**config.mk**
```make
export PLATFORM = sky130hd
export DESIGN_NAME = button_event_detector
export DESIGN_NICKNAME = d
export VERILOG_FILES = /design/src/rtl/button_event_detector.sv
export SDC_FILE = /design/constraint.sdc
export NUM_CORES = 1
export LEC_CHECK = 0
export ABC_AREA = 1
export CORE_AREA = 4 4 166 168
export DETAILED_ROUTE_END_ITERATION = 10
export DIE_AREA = 0 0 170 172
export GPL_ROUTABILITY_DRIVEN = 0
export MAX_ROUTING_LAYER = met4
export PLACE_DENSITY = 0.43
export SLEW_MARGIN = 10
export SYNTH_ARGS = -nofsm -noshare
export SYNTH_HDL_FRONTEND = slang
export SYNTH_SLANG_ARGS = --single-unit
```
**constraint.sdc**
```tcl
create_clock -name clk -period 2.05 [get_ports clk]
set_clock_uncertainty 0.1 [all_clocks]
set_input_delay 0.5125 -clock clk [delete_from_list [all_inputs] [get_ports clk]]
set_output_delay 0.5125 -clock clk [all_outputs]
set_load 0.005 [all_outputs]
```
**src/rtl/button_event_detector.sv**
```systemverilog
// rtl/button_event_detector.sv - synchronised, debounced multi-button press/release/repeat events
// Hold-to-repeat is compiled in only when BUTTON_AUTO_REPEAT_EN is defined.
module button_event_detector #(
  parameter int N_BTN           = 5,
  parameter int DEBOUNCE_CYCLES = 1_000_000,
  parameter int REPEAT_DELAY    = 25_000_000,
  parameter int REPEAT_PERIOD   = 50_000_000,
  localparam int IW = (N_BTN > 1) ? $clog2(N_BTN) : 1
) (
  input  logic             clk,
  input  logic             rst,
  input  logic [N_BTN-1:0] btn_in,
  output logic [N_BTN-1:0] btn_level,
  output logic [N_BTN-1:0] press,
  output logic [N_BTN-1:0] release_pulse,
  output logic [N_BTN-1:0] repeat_pulse,
  output logic             event_valid,
  output logic [IW-1:0]    event_idx
);

  if (N_BTN < 1 || DEBOUNCE_CYCLES < 1 || REPEAT_DELAY < 1 || REPEAT_PERIOD < 1) begin : g_param_check
    $error("button_event_detector: all parameters must be >= 1");
  end

  localparam int CW = $clog2(DEBOUNCE_CYCLES + 1);
  localparam logic [CW-1:0] DB_LAST = CW'(DEBOUNCE_CYCLES - 1);

  localparam logic [0:0] ST_STABLE  = 1'b0;
  localparam logic [0:0] ST_PENDING = 1'b1;

  logic [N_BTN-1:0] sync_meta;
  logic [N_BTN-1:0] sync;
  logic [N_BTN-1:0] db_state;
  logic [CW-1:0]    db_cnt [N_BTN];
  logic [N_BTN-1:0] flip;
  logic [N_BTN-1:0] ev;

  always_ff @(posedge clk) begin
    if (rst) begin
      sync_meta <= '0;
      sync      <= '0;
    end else begin
      sync_meta <= btn_in;
      sync      <= sync_meta;
    end
  end

  // Level flips on the edge where the mismatch has persisted DEBOUNCE_CYCLES samples.
  always_comb begin
    flip = '0;
    for (int i = 0; i < N_BTN; i++) begin
      flip[i] = (sync[i] != btn_level[i]) && (db_cnt[i] == DB_LAST);
    end
  end

  always_ff @(posedge clk) begin
    if (rst) begin
      db_state      <= '0;
      btn_level     <= '0;
      press         <= '0;
      release_pulse <= '0;
      for (int i = 0; i < N_BTN; i++) begin
        db_cnt[i] <= '0;
      end
    end else begin
      for (int i = 0; i < N_BTN; i++) begin
        press[i]         <= flip[i] & ~btn_level[i];
        release_pulse[i] <= flip[i] &  btn_level[i];
        if (sync[i] == btn_level[i]) begin
          db_state[i] <= ST_STABLE;
          db_cnt[i]   <= '0;
        end else if (flip[i]) begin
          btn_level[i] <= ~btn_level[i];
          db_state[i]  <= ST_STABLE;
          db_cnt[i]    <= '0;
        end else if (db_state[i] == ST_STABLE) begin
          db_state[i] <= ST_PENDING;
          db_cnt[i]   <= CW'(1);
        end else begin
          db_cnt[i] <= db_cnt[i] + CW'(1);
        end
      end
    end
  end

`ifdef BUTTON_AUTO_REPEAT_EN
  localparam int HOLD_MAX = (REPEAT_DELAY > REPEAT_PERIOD) ? REPEAT_DELAY : REPEAT_PERIOD;
  localparam int HW = $clog2(HOLD_MAX + 1);
  localparam logic [HW-1:0] DELAY_LAST  = HW'(REPEAT_DELAY - 1);
  localparam logic [HW-1:0] PERIOD_LAST = HW'(REPEAT_PERIOD - 1);

  logic [HW-1:0]    hold_cnt [N_BTN];
  logic [N_BTN-1:0] hold_first;

  // A level flip (press or release) restarts the hold timer and wins over a due repeat.
  always_ff @(posedge clk) begin
    if (rst) begin
      repeat_pulse <= '0;
      hold_first   <= '0;
      for (int i = 0; i < N_BTN; i++) begin
        hold_cnt[i] <= '0;
      end
    end else begin
      for (int i = 0; i < N_BTN; i++) begin
        if (flip[i]) begin
          hold_cnt[i]     <= '0;
          hold_first[i]   <= 1'b1;
          repeat_pulse[i] <= 1'b0;
        end else if (btn_level[i]) begin
          if (hold_cnt[i] == (hold_first[i] ? DELAY_LAST : PERIOD_LAST)) begin
            hold_cnt[i]     <= '0;
            hold_first[i]   <= 1'b0;
            repeat_pulse[i] <= 1'b1;
          end else begin
            hold_cnt[i]     <= hold_cnt[i] + HW'(1);
            repeat_pulse[i] <= 1'b0;
          end
        end else begin
          hold_cnt[i]     <= '0;
          repeat_pulse[i] <= 1'b0;
        end
      end
    end
  end
`else
  assign repeat_pulse = '0;
`endif

  assign ev = press | repeat_pulse;

  // Descending scan so the lowest active index is the one left standing.
  always_comb begin
    event_valid = |ev;
    event_idx   = '0;
    for (int i = N_BTN - 1; i >= 0; i--) begin
      if (ev[i]) event_idx = IW'(i);
    end
  end

endmodule

```
After elaboration in Yosys (flattened, before gate mapping)
Memories as Yosys holds them, arrays and structs flattened.
Cells that the tools add are included.
Word-level totals
  register bits: 30
  memory bits (writable): 100
  input port bits: 7
  output and inout port bits: 24
  word-level logic and storage cells: 208
  memories kept: 1
Memories
  db_cnt: words 5, width 20, rd ports 5, clocked after Yosys merged registers in 0, wr ports 5, RTL line 34  | logic [CW-1:0] db_cnt [N_BTN];
Operators by class
  add/sub/neg operators: 5
  equality and inequality tests: 15
  muxes and demuxes: 117
  bitwise logic cells: 40
  reduce and logical (&&, ||, !) cells: 16
Operators with widths (number)
  $mux 20: 20
  $add 20x1->20 const B: 5
  $eq 20x20->1 const B: 5
  $mux 1: 92
  $or 1x1->1: 20
  $mux 3: 5
  $and 1x1->1: 10
  $not 1->1: 10
  $reduce_and 2->1: 5
  $reduce_or 2->1: 5
  $eq 1x1->1: 5
  $logic_and 1x1->1: 5
  $ne 1x1->1: 5
  $reduce_or 5->1: 1

Logic depth before layout (Yosys ltp)
Gate-level depths: netlist of the first run.
An unclocked memory read counts as a cell.
  depth after elaboration: 10
  gate-level depth with buffers: 9
  mapped depth without buffers: 9

Least setup slack after synthesis of the first run
No wires, ideal clock.
  path kind: reg-to-reg
  start point: mem db_cnt[2][0] (netlist bit)
  end point: mem db_cnt[2][2] (netlist bit), data pin
  library setup time: 0.256 ns
  arrival: 1.261 ns
  data required time: 1.694 ns
  setup slack: 0.434 ns
  stages on the path, launching flop included: 8
  buffers on the path: 1
  period minus slack after synthesis: 1.616 ns
  cell sequence: edfxtp_1 -> ha_1 -> nand3_2 -> inv_2 -> nand3_1 -> nand3_2 -> buf_6 -> nor2_1
RTL lines (RTL line)
  from (decl): 34

Worst setup path after layout of the first run
  start point: reg press[1]
  end point: out press[1]
RTL lines
  from (decl): RTL line 14  | output logic [N_BTN-1:0] press,
  from (signal, indexed assignment): RTL line 67  | press[i] <= flip[i] & ~btn_level[i];
No word-level cell between the ends.

==> results.json, run 1 <==
{
  "status": "complete, no violations",
  "syn_area_sq_um": 7210,
  "synthArstFlopShare": 0,
  "post_drt_via_cell_ratio": 4.02,
  "cts_root_buffer": "clkbuf_16",
  "insertion_delay_ps": 420,
  "syn_avg_cell_area_sq_um": 8.24,
  "slew_violations": 0,
  "synth-edff-count": 100,
  "finalHoldViolations": 0,
  "vdd_drop_max_v": 0.000446,
  "routedWlPerCell_um": 11.1,
  "critPathRequiredTime_ps": 1440,
  "yosysMostFrequentCell": "nor2_1",
  "numCtsBuffers": 17,
  "row_count": 59,
  "power_leakage_uw": 0.00346,
  "die-height_um": 172,
  "cp-end-kind": "primary output",
  "synth_ff_type": "edfxtp_1",
  "drc": 0,
  "crit_type": "reg -> out",
  "rsz0062_at_grt": "no",
  "cts_tree": "yes",
  "cts.clk_slew.worst_paths_ps": 60,
  "track_usage": 0.115,
  "yosysWarnings": 0,
  "area_growth_pct": 24.2,
  "ys_types": 33,
  "initial_core_util": 0.278,
  "start_kind": "flip-flop",
  "path_max_fanout": 2,
  "dp_hpwl_um": 11600,
  "dr.pass1.iters": 5,
  "cp.arrival_ps": 1380,
  "drive_gt1_frac": 0.0966,
  "die_w_um": 170,
  "io_buffers": 25,
  "cts_max_level": 4,
  "globalRouteOverflowTotal": 0,
  "yosysTopAreaCell": "edfxtp_1",
  "fin_hold_ws_ps": 301,
  "synth-seq-cells": 130,
  "wirelength_um": 15200,
  "drv_cap": 0,
  "p_per_area_nw_per_um2": 748,
  "rr_startpoint": "db_cnt[4][0]",
  "ios": 31,
  "netlist_top_cells_count": "nor2_1 (205), nand2_1 (191), edfxtp_1 (100), inv_1 (93), nand3_1 (49)",
  "cts_buffer_depth": 2,
  "tns_ps": 0,
  "timing.final.crit_period_ps": 1990,
  "dpl-instance-area_sq_um": 8280,
  "hp-class": "reg -> reg",
  "drtIter0Drc": 180,
  "cp-startpoint": "press[1]",
  "fin_nets": 1034,
  "yosysSeqAreaShare": 0.500,
  "final_core_util": 0.346,
  "grt_pass1_wl_um": 26200,
  "min_from": "sync_meta[2]",
  "preCtsSetupSlack_ps": -30.4,
  "fin_ws_ps": 57.9,
  "synthTopCellsByArea": "edfxtp_1 (42%), nor2_1 (11%), nand2_1 (9.9%)",
  "coreArea_sq_um": 25900,
  "grt_antenna_before_repair": 0,
  "antenna_cells": 0,
  "grt_pass1_vias": 5571,
  "grt_start_max_net_pins": 20,
  "cts.sinks": 130,
  "min_period_over_period": 0.972,
  "synthCells": 875,
  "ctsHoldBuffers": 0,
  "num-fill-cells": 2738,
  "max_freq_ghz": 0.502,
  "finalInstanceArea_sq_um": 8950,
  "vias": 5506,
  "synth_top_area_frac": 0.417,
  "die_area_sq_um": 29200,
  "setup_viol": 0,
  "ant_nets": 0
}
## final cells by class
type	instances	area, sq um	area share
multi-input combinational	734	3520	0.393
sequential	130	3610	0.403
inverter	102	383	0.0428
tap	335	419	0.0468
timing repair buffer	37	363	0.0405
clock buffer	17	425	0.0475
clock inverter	15	238	0.0266
## routing by layer
| layer | global-route usage | vias to the layer above | routed length, um | share of wire |
|---|---|---|---|---|
| li1 | - | 2985 | - | - |
| met1 | 0.140 | 2444 | 7420 | 0.49 |
| met2 | 0.188 | 58 | 7010 | 0.46 |
| met3 | 0.0272 | 19 | 438 | 0.029 |
| met4 | 0.0375 | 0 | 309 | 0.020 |
| met5 | - | - | 0 | 0 |
## final timing paths
kind,to,slack [ps],cells past startpoint
setup / recovery,press[1],60,2
hold / removal,sync[2],300,2
setup reg to reg,db_cnt[4][3],270,6
hold reg to reg,sync[2],300,2
## per-stage QoR
step | total power, uW | instances
floorplan | 3210 | 978
global placement | 3280 | 1338
detailed placement | 3280 | 1338
CTS | 6800 | 1370
global route | 6960 | 1370
finish | 6700 | 1370
## repair_timing
action                                 4_1_cts  5_1_grt
setup buffers                                0        0
pin swaps                                    1        0
setup endpoints to repair                    7        2
resized for setup                           11        2
gates cloned                                 0        0
endpoints found under the hold margin        0        0
## registers in the layout, indices dropped and copies added, names as in the netlist
register / cells
btn_level: 5
release_pulse: 5
db_cnt: 100
sync_meta: 5
db_state: 5
press: 5
sync: 5
## worst max-delay path: stages (launching register included)
cell	delay [ps]
dfxtp_2	330
buf_4	130
clkdlybuf4s50_1	500
## where the power goes
part | switching (uW) | internal, uW
registers | 89.8 | 2920
logic | 134 | 81.3
clock network | 1200 | 2270
## cells in the final DEF (no fill, tap or decap), types with 9 or more instances in the layout
cell and instances:
a21oi_1 31, buf_4 10, clkbuf_16 17, clkdlybuf4s50_1 20, conb_1 105, dfxtp_1 25
edfxtp_1 100, inv_1 93, inv_2 9, nand2_1 191, nand3_1 49, nand3_2 10
nand4_1 18, nor2_1 204, nor2_2 20, xnor2_1 28, xor2_1 30
## cell families (layout without fill, tap and decap cells)
kind of cell | after synthesis | after routing | share of synthesized area
buffers and inverters | 114 | 171 | 0.0674
xor gates and xnor gates | 58 | 58 | 0.0705
AOI/OAI and AO/OA | 41 | 41 | 0.0299
adders and majority gates | 5 | 5 | 0.00868
and+or+nand+nor | 525 | 525 | 0.323
DFF | 130 | 130 | 0.500
other | 2 | 105 | 0.00104
(Power assumes the default switching activity.)
==> run 2: changes to the inputs <==
--- a/config.mk
+++ b/config.mk
@@ -6,9 +6,9 @@
 export NUM_CORES = 1
 export LEC_CHECK = 0
 export ABC_AREA = 1
-export CORE_AREA = 4 4 166 168
+export CORE_AREA = 4 4 232 121
 export DETAILED_ROUTE_END_ITERATION = 10
-export DIE_AREA = 0 0 170 172
+export DIE_AREA = 0 0 236 125
 export GPL_ROUTABILITY_DRIVEN = 0
 export MAX_ROUTING_LAYER = met4
 export PLACE_DENSITY = 0.43
@@ -16,3 +16,4 @@
 export SYNTH_ARGS = -nofsm -noshare
 export SYNTH_HDL_FRONTEND = slang
 export SYNTH_SLANG_ARGS = --single-unit
+export TNS_END_PERCENT = 10
==> run 2 against run 1 <==
  * Fmax rose by 1.3%
  * Flip-flop and latch count stayed put
  * Critical path depth decreased by 1
  * Sequential share of layout area up 0.38 points
  * Power fell by 8.0%
  * Critical path type unchanged
  * Highest routed layer unchanged
==> results.json, run 2 (synthesized netlist as in run 1, its figures left out) <==
{
  "cts.sinks": 130,
  "globalRouteOverflowTotal": 0,
  "fin_ws_ps": 83.9,
  "vias": 5616,
  "final_cell_mix": "nor2_1 (204), nand2_1 (191), conb_1 (105), edfxtp_1 (100), inv_1 (93)",
  "multiInputGateArea_sq_um": 3510,
  "largest_reg_flops": 100,
  "io_buffers": 25,
  "cts.clk_slew.worst_paths_ps": 60,
  "slew_violations": 0,
  "die_area_sq_um": 29500,
  "dp_hpwl_um": 12400,
  "vdd_drop_max_v": 0.000533,
  "power.net_switching_uw": 1400,
  "max_stage_delay_ps": 540,
  "dp_cells": 1353,
  "post_drt_via_cell_ratio": 4.05,
  "worstPathCellList": "clkdlybuf4s50_1",
  "antenna_cells": 0,
  "power.total_uw": 6160,
  "path_max_fanout": 3,
  "num-fill-cells": 2750,
  "top_register": "db_cnt",
  "dr.pass1.iters": 6,
  "dpl-instance-area_sq_um": 8310,
  "insertion_delay_ps": 430,
  "status": "complete, no violations",
  "drv_cap": 0,
  "ant_nets": 0,
  "cts_root_buffer": "clkbuf_16",
  "cp.arrival_ps": 1350,
  "finalInstanceArea_sq_um": 8870,
  "rsz0062_at_grt": "no",
  "preCtsSetupSlack_ps": -43.1,
  "critPathRequiredTime_ps": 1440,
  "crit_type": "reg -> out",
  "regArea_sq_um": 3610,
  "track_usage": 0.118,
  "drive_gt1_frac": 0.0920,
  "swShare": 0.227,
  "pwr-share-comb": 0.036,
  "instances_no_fill": 1385,
  "coreArea_sq_um": 26000,
  "row_count": 42,
  "p_per_area_nw_per_um2": 695,
  "cp-end-kind": "primary output",
  "clockPowerShare": 0.475,
  "drc": 0,
  "ctsHoldBuffers": 0,
  "initial_core_util": 0.277,
  "area_growth_pct": 23.0,
  "cpMaxStageDelayCell": "clkdlybuf4s50_1",
  "cts_max_level": 4,
  "wirelength_um": 16300,
  "finalHoldViolations": 0,
  "cts_buffer_depth": 2,
  "tns_ps": 0,
  "start_kind": "flip-flop",
  "timing.final.crit_period_ps": 1970,
  "numCtsBuffers": 17,
  "grt_pass1_wl_um": 27000,
  "grt_pass1_vias": 5183,
  "path_buf_inv": 1,
  "die_w_um": 236,
  "max_freq_ghz": 0.509,
  "hp-class": "reg -> reg",
  "p_int_uw": 4760,
  "power_leakage_uw": 0.00341,
  "fin_nets": 1032,
  "grt_start_max_net_pins": 20,
  "setup_viol": 0,
  "routedWlPerCell_um": 11.8,
  "crit_family": "buffers and inverters",
  "die-height_um": 125,
  "seq_power_share": 0.489,
  "cts_tree": "yes",
  "grt_antenna_before_repair": 0,
  "post_cts_resized": 10,
  "layout_commonest_cell": "nor2_1",
  "min_period_over_period": 0.959,
  "ios": 31,
  "post-cts-setup-buffer-count": 0,
  "drtIter0Drc": 398
}
[run 2: cell types whose count changed in the layout (fill, tap and decap cells not counted), sizes merged]
cell / change
inv: -1
clkinvlp: -1
clkdlybuf4s50: +1
clkinv: +4
clkbuf: +2
dlymetal6s2s: -1
buf: -2
bufinv: -4
[run 2: final timing paths]
check,to,slack (ps),from,cells past startpoint
worst max register to register,db_cnt[0][14],220,db_cnt[0][1],6
worst min register to register,sync[2],300,sync_meta[2],2
worst min-delay path,sync[2],300,sync_meta[2],2
worst max-delay path,btn_level[0],80,btn_level[0],1
[run 2: cell type report]
type                       instances  share of cell area
clock buffer                      19              0.0488
clock inverter                    13              0.0134
inverter                         102              0.0432
multi-input combinational        734               0.396
sequential                       130               0.407
tap                              352              0.0497
timing repair buffer              35              0.0418
[run 2: metrics by stage]
step / util / hold WS (ps)
6_report: 0.341 / 300
5_1_grt: 0.341 / 317
4_1_cts: 0.341 / 305
3_5_place_dp: 0.319 / 298
3_3_place_gp: 0.319 / 294
2_1_floorplan: - / 288
[run 2: metal layers]
metal / global-route usage / share of wire / vias to the layer above
met5: - / 0 / -
met4: 0.0424 / 0.013 / 0
met3: 0.0297 / 0.035 / 16
met2: 0.140 / 0.34 / 73
met1: 0.187 / 0.61 / 2543
li1: - / - / 2984
[run 2: power groups by stage]
| stage | Combinational (uW) | Clock (uW) | Sequential [uW] |
|---|---|---|---|
| 6_report | 222 | 2930 | 3010 |
| 3_3_place_gp | 220 | 0 | 3070 |
| 2_1_floorplan | 173 | 0 | 3040 |
| 5_1_grt | 262 | 3150 | 3030 |
| 3_5_place_dp | 217 | 0 | 3070 |
| 4_1_cts | 219 | 3040 | 3010 |
==> variant 1, RTL diff (settings of run 1) <==
The parameter `DEBOUNCE_CYCLES` goes from 1_000_000 to 2_000_000.
--- a/src/rtl/button_event_detector.sv
+++ b/src/rtl/button_event_detector.sv
@@ -3,5 +3,5 @@
 module button_event_detector #(
   parameter int N_BTN           = 5,
-  parameter int DEBOUNCE_CYCLES = 1_000_000,
+  parameter int DEBOUNCE_CYCLES = 2_000_000,
   parameter int REPEAT_DELAY    = 25_000_000,
   parameter int REPEAT_PERIOD   = 50_000_000,
Behaviour: same outputs for any inputs over 10 cycles, from zero or initial values and one cycle with rst high; that may be too few to reach the edited logic, so the function may still have changed.
==> variant 1 against run 1 <==
Register-to-register slack lost 0.07 ns. Critical path type unchanged. Wire length grew 8.5%. Synthesized area grew 5.5%. Power shrank 1.7%. First-iteration DRC count grew 81%. Final area grew 4.9%. Core utilization grew 1.7 points. Worst hold slack gained 0.0025 ns. Worst setup slack gained 0.022 ns. Sequential cell count grew 5.
==> variant 1: results <==
logic_synthesis:
  ys_top_cells_by_count: "216 x sky130_fd_sc_hd__nor2_1, 211 x sky130_fd_sc_hd__nand2_1, 105 x sky130_fd_sc_hd__edfxtp_1"
  synth-adder-area-share_pct: 0.823
  synth-compound-area-share_pct: 3.03
  post_synth_num_cell_types: 29
  synth.yosys.seq_area_share_pct: 49.4
  synth_top_cells_by_area: "sky130_fd_sc_hd__edfxtp_1 41%, sky130_fd_sc_hd__nor2_1 11%, sky130_fd_sc_hd__nand2_1 10%, sky130_fd_sc_hd__dfxtp_1 7.9%, sky130_fd_sc_hd__inv_1 4.8%"
  synth-warning-count: 0
  xor_xnor_portion_of_the_synthesized_cell_area_pct: 6.68
  synth-async-reset-ratio_pct: 0
  number_of_flops_mapped_to_enable_cells_by_yosys: 105
  synth.area.mux_share_pct: 0
worst_setup_path:
  worst_setup_path_endpoint: "btn_level[3]"
  worst_r2r_path_depth: 7
  timing.setup.critical_path_class: "reg -> out"
  reg2reg_slack_ns: 0.20
  worstPathMaxFanout: 3
  critPathLaunch: "btn_level[3]"
  worst_r2r_startpoint: "db_cnt[4][0]"
  worstReg2RegEnd: "db_cnt[4][20]"
  worst_path_largest_cell_delay_ns: 0.53
global_routing:
  grt_start_max_net_pins: 21
  first_global_vias: 5869
  grt_first_pass_wirelength_mm: 28.4
  grt.total_usage_pct: 12.4
  met3_usage_pct: 2.77
  gr-usage-met2_pct: 19.9
  use_met1_pct: 16.1
  antenna_found_initial: 0
cts:
  cts_made_buffers: 17
  htree_num_levels: 4
  cts_post_setup_buffers_inserted: 1
  hold_buffers: 0
  max-clock-path-buffers: 2
  post_cts.resized_instances: 13
layout:
  fin_nets: 1110
  antennaDiodeCount: 0
  proportion_of_layout_cells_with_a_drive_suffix_above_1_pct: 8.82
  largest_register_ff_count: 105
  largest-register: "db_cnt"
  layout.filler_cells: 2726
detailed_routing:
  wirelength_met1_mm: 8.37
  met3WireLength_um: 375
  detail_route.vias_per_cell: 4.14
  drt-pass1-iter-count: 4
  drt_iter0_drc: 325
  met2RoutedLength_mm: 7.59
  top_layer_used: "met4"
  totalWireLength_mm: 16.5
power_and_ir_drop:
  comb_power_share_pct: 3.7
  intPower_mw: 5.12
  leakage_nw: 3.58
  power_sequential_mw: 3.12
  ir_drop_mv: 0.336
placement:
  place.detailed.hpwl_mm: 12.7
  preCtsSetupSlack_ns: -0.0959
hold_path:
  hp-start: "sync_meta[4]"
  worstHoldPathType: "reg -> reg"
  hold_path_end: "sync[4]"
sta:
  post-route-period-util_pct: 96.1
status:
  run_status: "complete, no violations"
variant 1: cell types whose count changed after synthesis, sizes merged, moves of 4 or more:
| cell | change |
|---|---|
| or2 | -8 |
| nand4 | +4 |
| nand2 | +21 |
| buf | +6 |
| nor3 | +12 |
| nand3b | +7 |
| edfxtp | +5 |
| nand3 | +10 |
variant 1: area by class of cell:
type,count,area [um^2],share of cell area (%)
Timing Repair Buffer,50,458,4.88
Multi-Input combinational cell,794,3750,39.9
Clock buffer,24,547,5.82
Tap cell,335,419,4.46
Clock inverter,8,77.6,0.826
Sequential cell,135,3760,40.1
Inverter,100,375,4.00
variant 1: per-stage QoR:
stage	hold WS, ns	instances	instance area (um^2)	total power, mW
finish	0.304	1446	9390	6.58
global route	0.326	1446	9390	6.88
CTS	0.304	1446	9390	6.69
detailed placement	0.296	1413	8740	3.42
global placement	0.293	1413	8740	3.43
floorplan	0.288	1047	8010	3.34
==> variant 2, RTL diff (settings of run 1) <==
Made on the original files. Put a register stage on the output `event_idx`. The value now appears one clock later. The other outputs are not delayed to match.
--- a/src/rtl/button_event_detector.sv
+++ b/src/rtl/button_event_detector.sv
@@ -18,4 +18,6 @@
   output logic [IW-1:0]    event_idx
 );
+
+  logic [IW-1:0] event_idx_d;
 
   if (N_BTN < 1 || DEBOUNCE_CYCLES < 1 || REPEAT_DELAY < 1 || REPEAT_PERIOD < 1) begin : g_param_check
@@ -132,8 +134,12 @@
   always_comb begin
     event_valid = |ev;
-    event_idx   = '0;
+    event_idx_d = '0;
     for (int i = N_BTN - 1; i >= 0; i--) begin
-      if (ev[i]) event_idx = IW'(i);
+      if (ev[i]) event_idx_d = IW'(i);
     end
+  end
+
+  always_ff @(posedge clk) begin
+    event_idx <= event_idx_d;
   end
 
Behaviour: same outputs for any inputs over 10 cycles, from zero or initial values and one cycle with rst high; that may be too few to reach the edited logic, so the function may still have changed.
==> variant 2 against run 1 <==
Sequential cell count grew 3. Critical path type unchanged. Combinational power increased by 5%. Worst setup slack got worse by 0.0081 ns. Sequential share of layout area up 1.0 points. Highest routed layer unchanged. Final area down 0.85%. Register-to-register slack got worse by 0.04 ns. Core utilization shrank 0.29 points. Worst hold slack got worse by 0.00090 ns. Synthesized area did not move. Wire length down 1.7%. Power decreased by 9.7%.
==> variant 2: results <==
layout:
  layout.filler_cells: 2755
  seq_cells: 133
  fraction_of_area_in_multi_input_gates_pct: 39.0
  largest_register_ff_count: 100
  multiInputCombCellCount: 728
  proportion_of_layout_cells_with_a_drive_suffix_above_1_pct: 8.09
  layout.area.seq_mm2: 0.00367
  layout.clock_buffers: 20
  layout.buffer.nonclock.area_share_pct: 4.62
  fin_nets: 1037
  syn_to_final_growth_pct: 23.2
  num-nonclk-inverters: 103
  clock_cell_area_share_pct: 5.92
  num-nonclk-buffers: 42
logic_synthesis:
  xor_xnor_portion_of_the_synthesized_cell_area_pct: 7.29
  number_of_flops_mapped_to_enable_cells_by_yosys: 100
  synth-async-reset-ratio_pct: 0
  synth_top_cells_by_area: "sky130_fd_sc_hd__edfxtp_1 42%, sky130_fd_sc_hd__nor2_1 11%, sky130_fd_sc_hd__nand2_1 9.6%, sky130_fd_sc_hd__dfxtp_1 9.2%, sky130_fd_sc_hd__inv_1 5.4%"
  synth.yosys.seq_area_share_pct: 50.8
  post_synth_num_cell_types: 32
  synth.area.mux_share_pct: 0
  synth-warning-count: 0
  ys_top_cells_by_count: "212 x sky130_fd_sc_hd__nor2_1, 184 x sky130_fd_sc_hd__nand2_1, 103 x sky130_fd_sc_hd__inv_1"
  synth-compound-area-share_pct: 2.53
power_and_ir_drop:
  ir_drop_mv: 0.398
  p_sw_share_pct: 22.2
  leakage_nw: 3.48
  total_switching_power_mw: 1.35
  comb-power_mw: 0.226
  power_sequential_mw: 3.06
global_routing:
  grt_first_pass_wirelength_mm: 25.7
  grt.total_usage_pct: 11.3
  antenna_found_initial: 0
  gr-usage-met2_pct: 17.6
  met3_usage_pct: 2.49
  first_global_vias: 5329
  grt_start_max_net_pins: 20
  use_met1_pct: 14.6
worst_setup_path:
  critPathLaunch: "press[0]"
  worst_r2r_startpoint: "db_cnt[2][0]"
  worstPathMaxFanout: 3
cts:
  post_cts.resized_instances: 10
  cts_made_buffers: 17
  cts_post_setup_buffers_inserted: 1
  worst_skew_pair.late_latency_ns: 0.41
detailed_routing:
  via_count: 5505
  drt-wirelength-per-cell_um: 10.9
  drt_iter0_drc: 236
  wirelength_met1_mm: 7.63
  met3WireLength_um: 317
  met2RoutedLength_mm: 6.89
status:
  run_status: "complete, no violations"
placement:
  preCtsSetupSlack_ns: 0.00884
  place.detailed.hpwl_mm: 11.4
  detailed_place.area_mm2: 0.00833
hold_path:
  hp-start: "sync_meta[3]"
floorplanning:
  std_cell_rows: 59
variant 2: changes by cell type in the layout (fill, tap and decap cells not counted), moves of 8 or more:
| cell | before | now |
|---|---|---|
| sky130_fd_sc_hd__nor3_1 | 3 | 12 |
| sky130_fd_sc_hd__nor2_1 | 204 | 212 |
| sky130_fd_sc_hd__inv_1 | 93 | 103 |
| sky130_fd_sc_hd__nand2_1 | 191 | 183 |
| sky130_fd_sc_hd__nor2_2 | 20 | 12 |
| sky130_fd_sc_hd__inv_2 | 9 | 0 |
variant 2: worst paths after layout:
kind,endpoint,slack [ns],cells after the start
max reg2reg,db_cnt[2][12],0.23,7
max,press[0],0.05,2
min,sync[3],0.30,2
min reg2reg,sync[3],0.30,2
variant 2: metrics by stage:
step,cells,TNS (ns)
floorplan,976,0
detailed placement,1340,0
finish,1373,0
CTS,1373,0
global route,1373,-0.0203
global placement,1340,0
